File: src/rtl/spi_flash_slave_model_sync.sv
`default_nettype none
// ============================================================================
// Module      : spi_slave_sync
// Description : Two-flop synchronizers for sck and cs_n with edge detection;
//               mosi is carried through an equal-depth pipeline so that the
//               value presented with sck_rise is the one sampled at that edge.
// Revision    : 1.0 - initial release
// ============================================================================
module spi_slave_sync (
    input  wire logic sys_clk,
    input  wire logic sys_rst_n,
    input  wire logic sck,
    input  wire logic cs_n,
    input  wire logic mosi,
    output logic      sck_rise,
    output logic      sck_fall,
    output logic      cs_rise,
    output logic      cs_fall,
    output logic      mosi_sync
);
    // [0] first sync stage, [1] second sync stage, [2] previous value of [1]
    logic [2:0] sck_q, sck_d;
    logic [2:0] cs_q,  cs_d;
    logic [1:0] mosi_q, mosi_d;

    // Next values of the synchronizer pipelines.
    always_comb begin
        sck_d  = {sck_q[1:0], sck};
        cs_d   = {cs_q[1:0], cs_n};
        mosi_d = {mosi_q[0], mosi};
    end

    // cs_n pipeline resets low: a frame already running at reset release then
    // produces no falling edge, and a high cs_n only yields a harmless rise.
    always_ff @(posedge sys_clk or negedge sys_rst_n) begin
        if (!sys_rst_n) begin
            sck_q  <= '0;
            cs_q   <= '0;
            mosi_q <= '0;
        end else begin
            sck_q  <= sck_d;
            cs_q   <= cs_d;
            mosi_q <= mosi_d;
        end
    end

    assign sck_rise  =  sck_q[1] & ~sck_q[2];
    assign sck_fall  = ~sck_q[1] &  sck_q[2];
    assign cs_rise   =  cs_q[1]  & ~cs_q[2];
    assign cs_fall   = ~cs_q[1]  &  cs_q[2];
    assign mosi_sync =  mosi_q[1];

endmodule
`default_nettype wire

File: config.mk
export PLATFORM = sky130hd
export DESIGN_NAME = spi_slave_sync
export DESIGN_NICKNAME = d
export VERILOG_FILES = /design/src/rtl/spi_flash_slave_model_sync.sv
export SDC_FILE = /design/constraint.sdc
export NUM_CORES = 1
export LEC_CHECK = 0
export BUFFER_PORTS_ARGS = -buffer_cell sky130_fd_sc_hd__buf_4
export CORE_AREA = 2 2 39 41
export CTS_CLUSTER_DIAMETER = 30
export DETAILED_ROUTE_END_ITERATION = 12
export DIE_AREA = 0 0 41 43
export HOLD_SLACK_MARGIN = 0.02
export PLACE_DENSITY = 0.34
export RECOVER_POWER = 50
export SLEW_MARGIN = 20
export SYNTH_ARGS = -nofsm -noshare
export SYNTH_HDL_FRONTEND = slang
export SYNTH_SLANG_ARGS = --single-unit
export TNS_END_PERCENT = 20
File: constraint.sdc
create_clock -name sys_clk -period 0.9 [get_ports sys_clk]
set_input_delay 0.09 -clock sys_clk [delete_from_list [all_inputs] [get_ports sys_clk]]
set_output_delay 0.09 -clock sys_clk [all_outputs]
set_load 0.01 [all_outputs]
# Yosys cells after proc, flatten, opt, wreduce, memory -nomap -nowiden
# Index checks and enable logic that the tools add are counted.
# word_totals
register_bits	8
latch_bits	0
ram_bits	0
mem_bits_ro	0
in_bits	5
output_inout_bits	5
elab_cells	11
n_memories	0
# op_classes
n_addsub	0
multipliers	0
div	0
n_lt_le_gt_ge	0
n_eq_ne	0
shift	0
mux	0
bitwise_logic	8
reduce_logical	0
# op_table
op	count
1-bit bitwise AND	4
1-bit NOT	4

# Logic depth before layout (Yosys ltp)
# depth
word_depth	2
depth_mapped	1
ltp_nobuf	1

# Worst setup path before layout
# No wires, ideal clock.
# synth_path
path_kind	reg-to-output
startpoint	reg cs_q[1]
endpoint	out cs_fall
arrival_ns	0.580
required_time_ns	0.810
setup_slack_ns	0.230
path_stages_with_launch	2
n_path_buf	0
cell_sequence	dfrtp_1 > and2b_2
# synth_via
elab_chain_cells	2
# synth_lines
item	line	rtl
start: declaration	23	logic [2:0] cs_q, cs_d;
start signal: assignment	42	cs_q <= cs_d;
1-bit NOT	50	assign cs_fall = ~cs_q[1] & cs_q[2];
1-bit bitwise AND	50	
end: declaration	18	output logic cs_fall,
# No other way between the ends.

# Final worst setup path
# layout_path
startpoint	reg cs_q[1]
endpoint	out cs_rise
# layout_via
elab_chain_cells	1
# layout_lines
item	line	rtl
1-bit bitwise AND	49	assign cs_rise = cs_q[1] & ~cs_q[2];
end: declaration	17	output logic cs_rise,
# No other way between the ends.

==> impl_metrics.xml <==
<?xml version="1.0" encoding="UTF-8"?>
<metrics>
  <group name="global_routing">
    <metric name="grt_pass1_wl" unit="µm">510</metric>
    <metric name="grt.met2_usage" unit="">0.0625</metric>
    <metric name="grt.total_usage" unit="">0.0488</metric>
    <metric name="grtUsageMet3" unit="">0.0471</metric>
    <metric name="grt_antenna_before_repair" unit="">0</metric>
    <metric name="gr-usage-met1" unit="">0.0435</metric>
    <metric name="grt.overflow.total" unit="">0</metric>
    <metric name="grt_most_used_layer" unit="">met2</metric>
    <metric name="grt_pass1_vias" unit="">142</metric>
    <metric name="largest_net_degree_at_the_start_of_global_routing" unit="">9</metric>
  </group>
  <group name="sta">
    <metric name="hold_slack" unit="ps">289</metric>
    <metric name="finalCritPeriodShare" unit="">1.13</metric>
    <metric name="clock-skew-final" unit="ps">0.678</metric>
    <metric name="worst_slew_pin_slew" unit="ps">420</metric>
    <metric name="worst_slew_margin_rel" unit="">0.720</metric>
    <metric name="fmaxAchievable" unit="MHz">979</metric>
    <metric name="finalHoldViolations" unit="">0</metric>
    <metric name="final-setup-viol-count" unit="">4</metric>
    <metric name="setup_total_negative_slack" unit="ps">-469</metric>
    <metric name="unrepaired_setup_endpoints_after_global_routing" unit="">yes</metric>
    <metric name="layout_setup_ws" unit="ps">-121</metric>
    <metric name="finalCriticalPeriod" unit="ps">1020</metric>
    <metric name="final_max_slew_viol_count" unit="">0</metric>
  </group>
  <group name="synth">
    <metric name="yosysWarningCount" unit="">0</metric>
    <metric name="synth_cells" unit="">12</metric>
    <metric name="synthesized_area_divided_by_synthesized_cell_count" unit="µm²">19.6</metric>
    <metric name="synthDominantCellAreaShare" unit="">0.851</metric>
    <metric name="syn_area" unit="µm²">235</metric>
    <metric name="ys_types" unit="">2</metric>
    <metric name="synth_seq_cells" unit="">8</metric>
    <metric name="mux_cell_area_share_after_synthesis" unit="">0</metric>
    <metric name="synth-compound-area-share" unit="">0</metric>
    <metric name="synth.largest_area_cell" unit="">sky130_fd_sc_hd__dfrtp_1</metric>
    <metric name="synth_top_cells_by_area" unit="">sky130_fd_sc_hd__dfrtp_1 85%, sky130_fd_sc_hd__and2b_2 15%</metric>
    <metric name="synth-xor-area-share" unit="">0</metric>
    <metric name="synth_top_family_by_area" unit="">simple AND/OR/NAND/NOR gates</metric>
    <metric name="synth_nets" unit="">17</metric>
    <metric name="synth_fa_ha_area_frac" unit="">0</metric>
    <metric name="synth_simple_gate_area_frac" unit="">0.149</metric>
    <metric name="synth_sequential_area_ratio" unit="">0.851</metric>
  </group>
  <group name="finish">
    <metric name="drive_above_1_share" unit="">0.536</metric>
    <metric name="fillCellCount" unit="">140</metric>
    <metric name="utilization_after_layout" unit="">0.287</metric>
    <metric name="multiInputGateArea" unit="µm²">35.0</metric>
    <metric name="postLayoutCellArea" unit="µm²">397</metric>
    <metric name="layout.cells.most_common" unit="">sky130_fd_sc_hd__dfrtp_1</metric>
    <metric name="mostFrequentLayoutCells" unit="">8 x sky130_fd_sc_hd__dfrtp_1, 4 x sky130_fd_sc_hd__and2b_2, 4 x sky130_fd_sc_hd__dlygate4sd3_1, 4 x sky130_fd_sc_hd__buf_4, 4 x sky130_fd_sc_hd__buf_6</metric>
    <metric name="finalNonFillerCells" unit="">44</metric>
    <metric name="sequential_cell_area" unit="µm²">200</metric>
    <metric name="final_nets" unit="">35</metric>
    <metric name="ant_diodes" unit="">0</metric>
    <metric name="area.growth.synth_to_final" unit="%">68.6</metric>
  </group>
  <group name="drt">
    <metric name="antenna_violating_nets_post_route" unit="">0</metric>
    <metric name="wl_per_cell" unit="µm">6.86</metric>
    <metric name="drt-initial-drc-count" unit="">0</metric>
    <metric name="detail_route.wirelength" unit="µm">302</metric>
    <metric name="remaining_drc_errors" unit="">0</metric>
    <metric name="num_vias" unit="">147</metric>
    <metric name="first_drt_pass_iteration_count" unit="">1</metric>
    <metric name="post_drt_via_cell_ratio" unit="">3.34</metric>
  </group>
  <group name="clocking">
    <metric name="cts_max_level" unit="">1</metric>
    <metric name="cts_post_setup_buffers_inserted" unit="">0</metric>
    <metric name="tritoncts_num_sinks" unit="">8</metric>
    <metric name="ctsLongestPathBuffers" unit="">2</metric>
    <metric name="insertion_delay" unit="ps">240</metric>
    <metric name="ctsRootBufferMaster" unit="">sky130_fd_sc_hd__clkbuf_4</metric>
    <metric name="cts.clk_slew.worst_paths" unit="ps">50</metric>
    <metric name="tritoncts" unit="">built</metric>
    <metric name="cts_inserted_buffers" unit="">3</metric>
  </group>
  <group name="worst_setup_path">
    <metric name="crit_path_max_fanout" unit="">3</metric>
    <metric name="timing.critical_path.arrival" unit="ps">930</metric>
    <metric name="cp_endpoint_kind" unit="">output pin</metric>
    <metric name="critical_path_buffer_and_inverter_count" unit="">1</metric>
    <metric name="criticalPathCategory" unit="">reg2out</metric>
    <metric name="path_delay_family" unit="">flip-flops</metric>
    <metric name="reg2reg_setup_slack" unit="ps">400</metric>
    <metric name="cp_slowest_cell" unit="">sky130_fd_sc_hd__dfrtp_1</metric>
    <metric name="data_required_time_at_the_worst_endpoint" unit="ps">810</metric>
    <metric name="setup.worst_path.start_class" unit="">flop</metric>
    <metric name="cell_breakdown_of_the_critical_path" unit="">and2b_2 -&gt; buf_6</metric>
    <metric name="cpPeakStageDelay" unit="ps">380</metric>
  </group>
  <group name="placed_design">
    <metric name="place.gp.congestion" unit="">0.569</metric>
    <metric name="place_area" unit="µm²">323</metric>
    <metric name="place_inst" unit="">37</metric>
    <metric name="dp_worst_setup_slack" unit="ps">119</metric>
    <metric name="buffer_ports.inserted" unit="">9</metric>
  </group>
  <group name="floorplan">
    <metric name="die_width" unit="µm">41</metric>
    <metric name="design.die.area" unit="mm²">0.00176</metric>
    <metric name="placementRows" unit="">14</metric>
    <metric name="floorplan.die.height" unit="µm">43</metric>
    <metric name="top_level_ports" unit="">10</metric>
    <metric name="floorplan.initialDensity" unit="">0.170</metric>
    <metric name="design.core.area" unit="mm²">0.00138</metric>
  </group>
  <group name="flow_run">
    <metric name="maxCapViolCount" unit="">0</metric>
  </group>
  <group name="status">
    <metric name="outcome" unit="">complete, but fails checks</metric>
    <metric name="failed_checks" unit="">setup timing</metric>
  </group>
  <group name="min_path">
    <metric name="hold_path_class" unit="">in2async</metric>
  </group>
  <group name="pwr">
    <metric name="worst_ir_drop_vdd" unit="mV">0.640</metric>
    <metric name="p_per_area" unit="mW/mm²">1790</metric>
    <metric name="post-layout-total-power" unit="µW">711</metric>
    <metric name="power.leakage" unit="nW">0.189</metric>
  </group>
</metrics>
==> timing repair <==
| item | CTS | global route |
|---|---|---|
| setup endpoints to repair | 4 | 4 |
| hold buffers | 4 | 0 |
| gates cloned | 0 | 0 |
| resized for setup | 4 | 0 |
| endpoints found under the hold margin | 11 | 0 |
==> cells in the mapped netlist <==
| cell type | n |
|---|---|
| sky130_fd_sc_hd__dfrtp_1 | 8 |
| sky130_fd_sc_hd__and2b_2 | 4 |
==> worst paths after layout <==
kind                            from         to  cells past startpoint
min reg2reg                mosi_q[0]  mosi_q[1]                      0
max reg2reg                 sck_q[1]   sck_q[2]                      0
max                          cs_q[1]    cs_rise                      2
min in group sys_clk       mosi_q[0]  mosi_q[1]                      0
max in group asynchronous  sys_rst_n  mosi_q[0]                      2
min                        sys_rst_n   sck_q[2]                      2
==> kinds of logic after synthesis <==
kind of cell / count (synthesis)
DFF: 8
and+or+nand+nor: 4
==> layout make-up <==
cell class	instances	share of cell area
clock buffer	3	0.0568
multi-input combinational	4	0.0883
sequential	8	0.505
tap	16	0.0505
timing repair buffer	13	0.300
==> layer usage <==
metal	wire length [µm]	vias up
li1	-	71
met5	0	-
met3	56	0
met4	0	0
met2	115	10
met1	129	66
==> sequential cells by signal, indices dropped and copies added (netlist names) <==
register,count
sck_q,3
cs_q,3
mosi_q,2
==> where the power goes <==
group          switching [mW]  internal, mW
registers             0.00599         0.379
logic                  0.0237        0.0474
clock network           0.104         0.151
total                   0.133         0.577
Note: power is estimated with default switching activity, not from simulation.
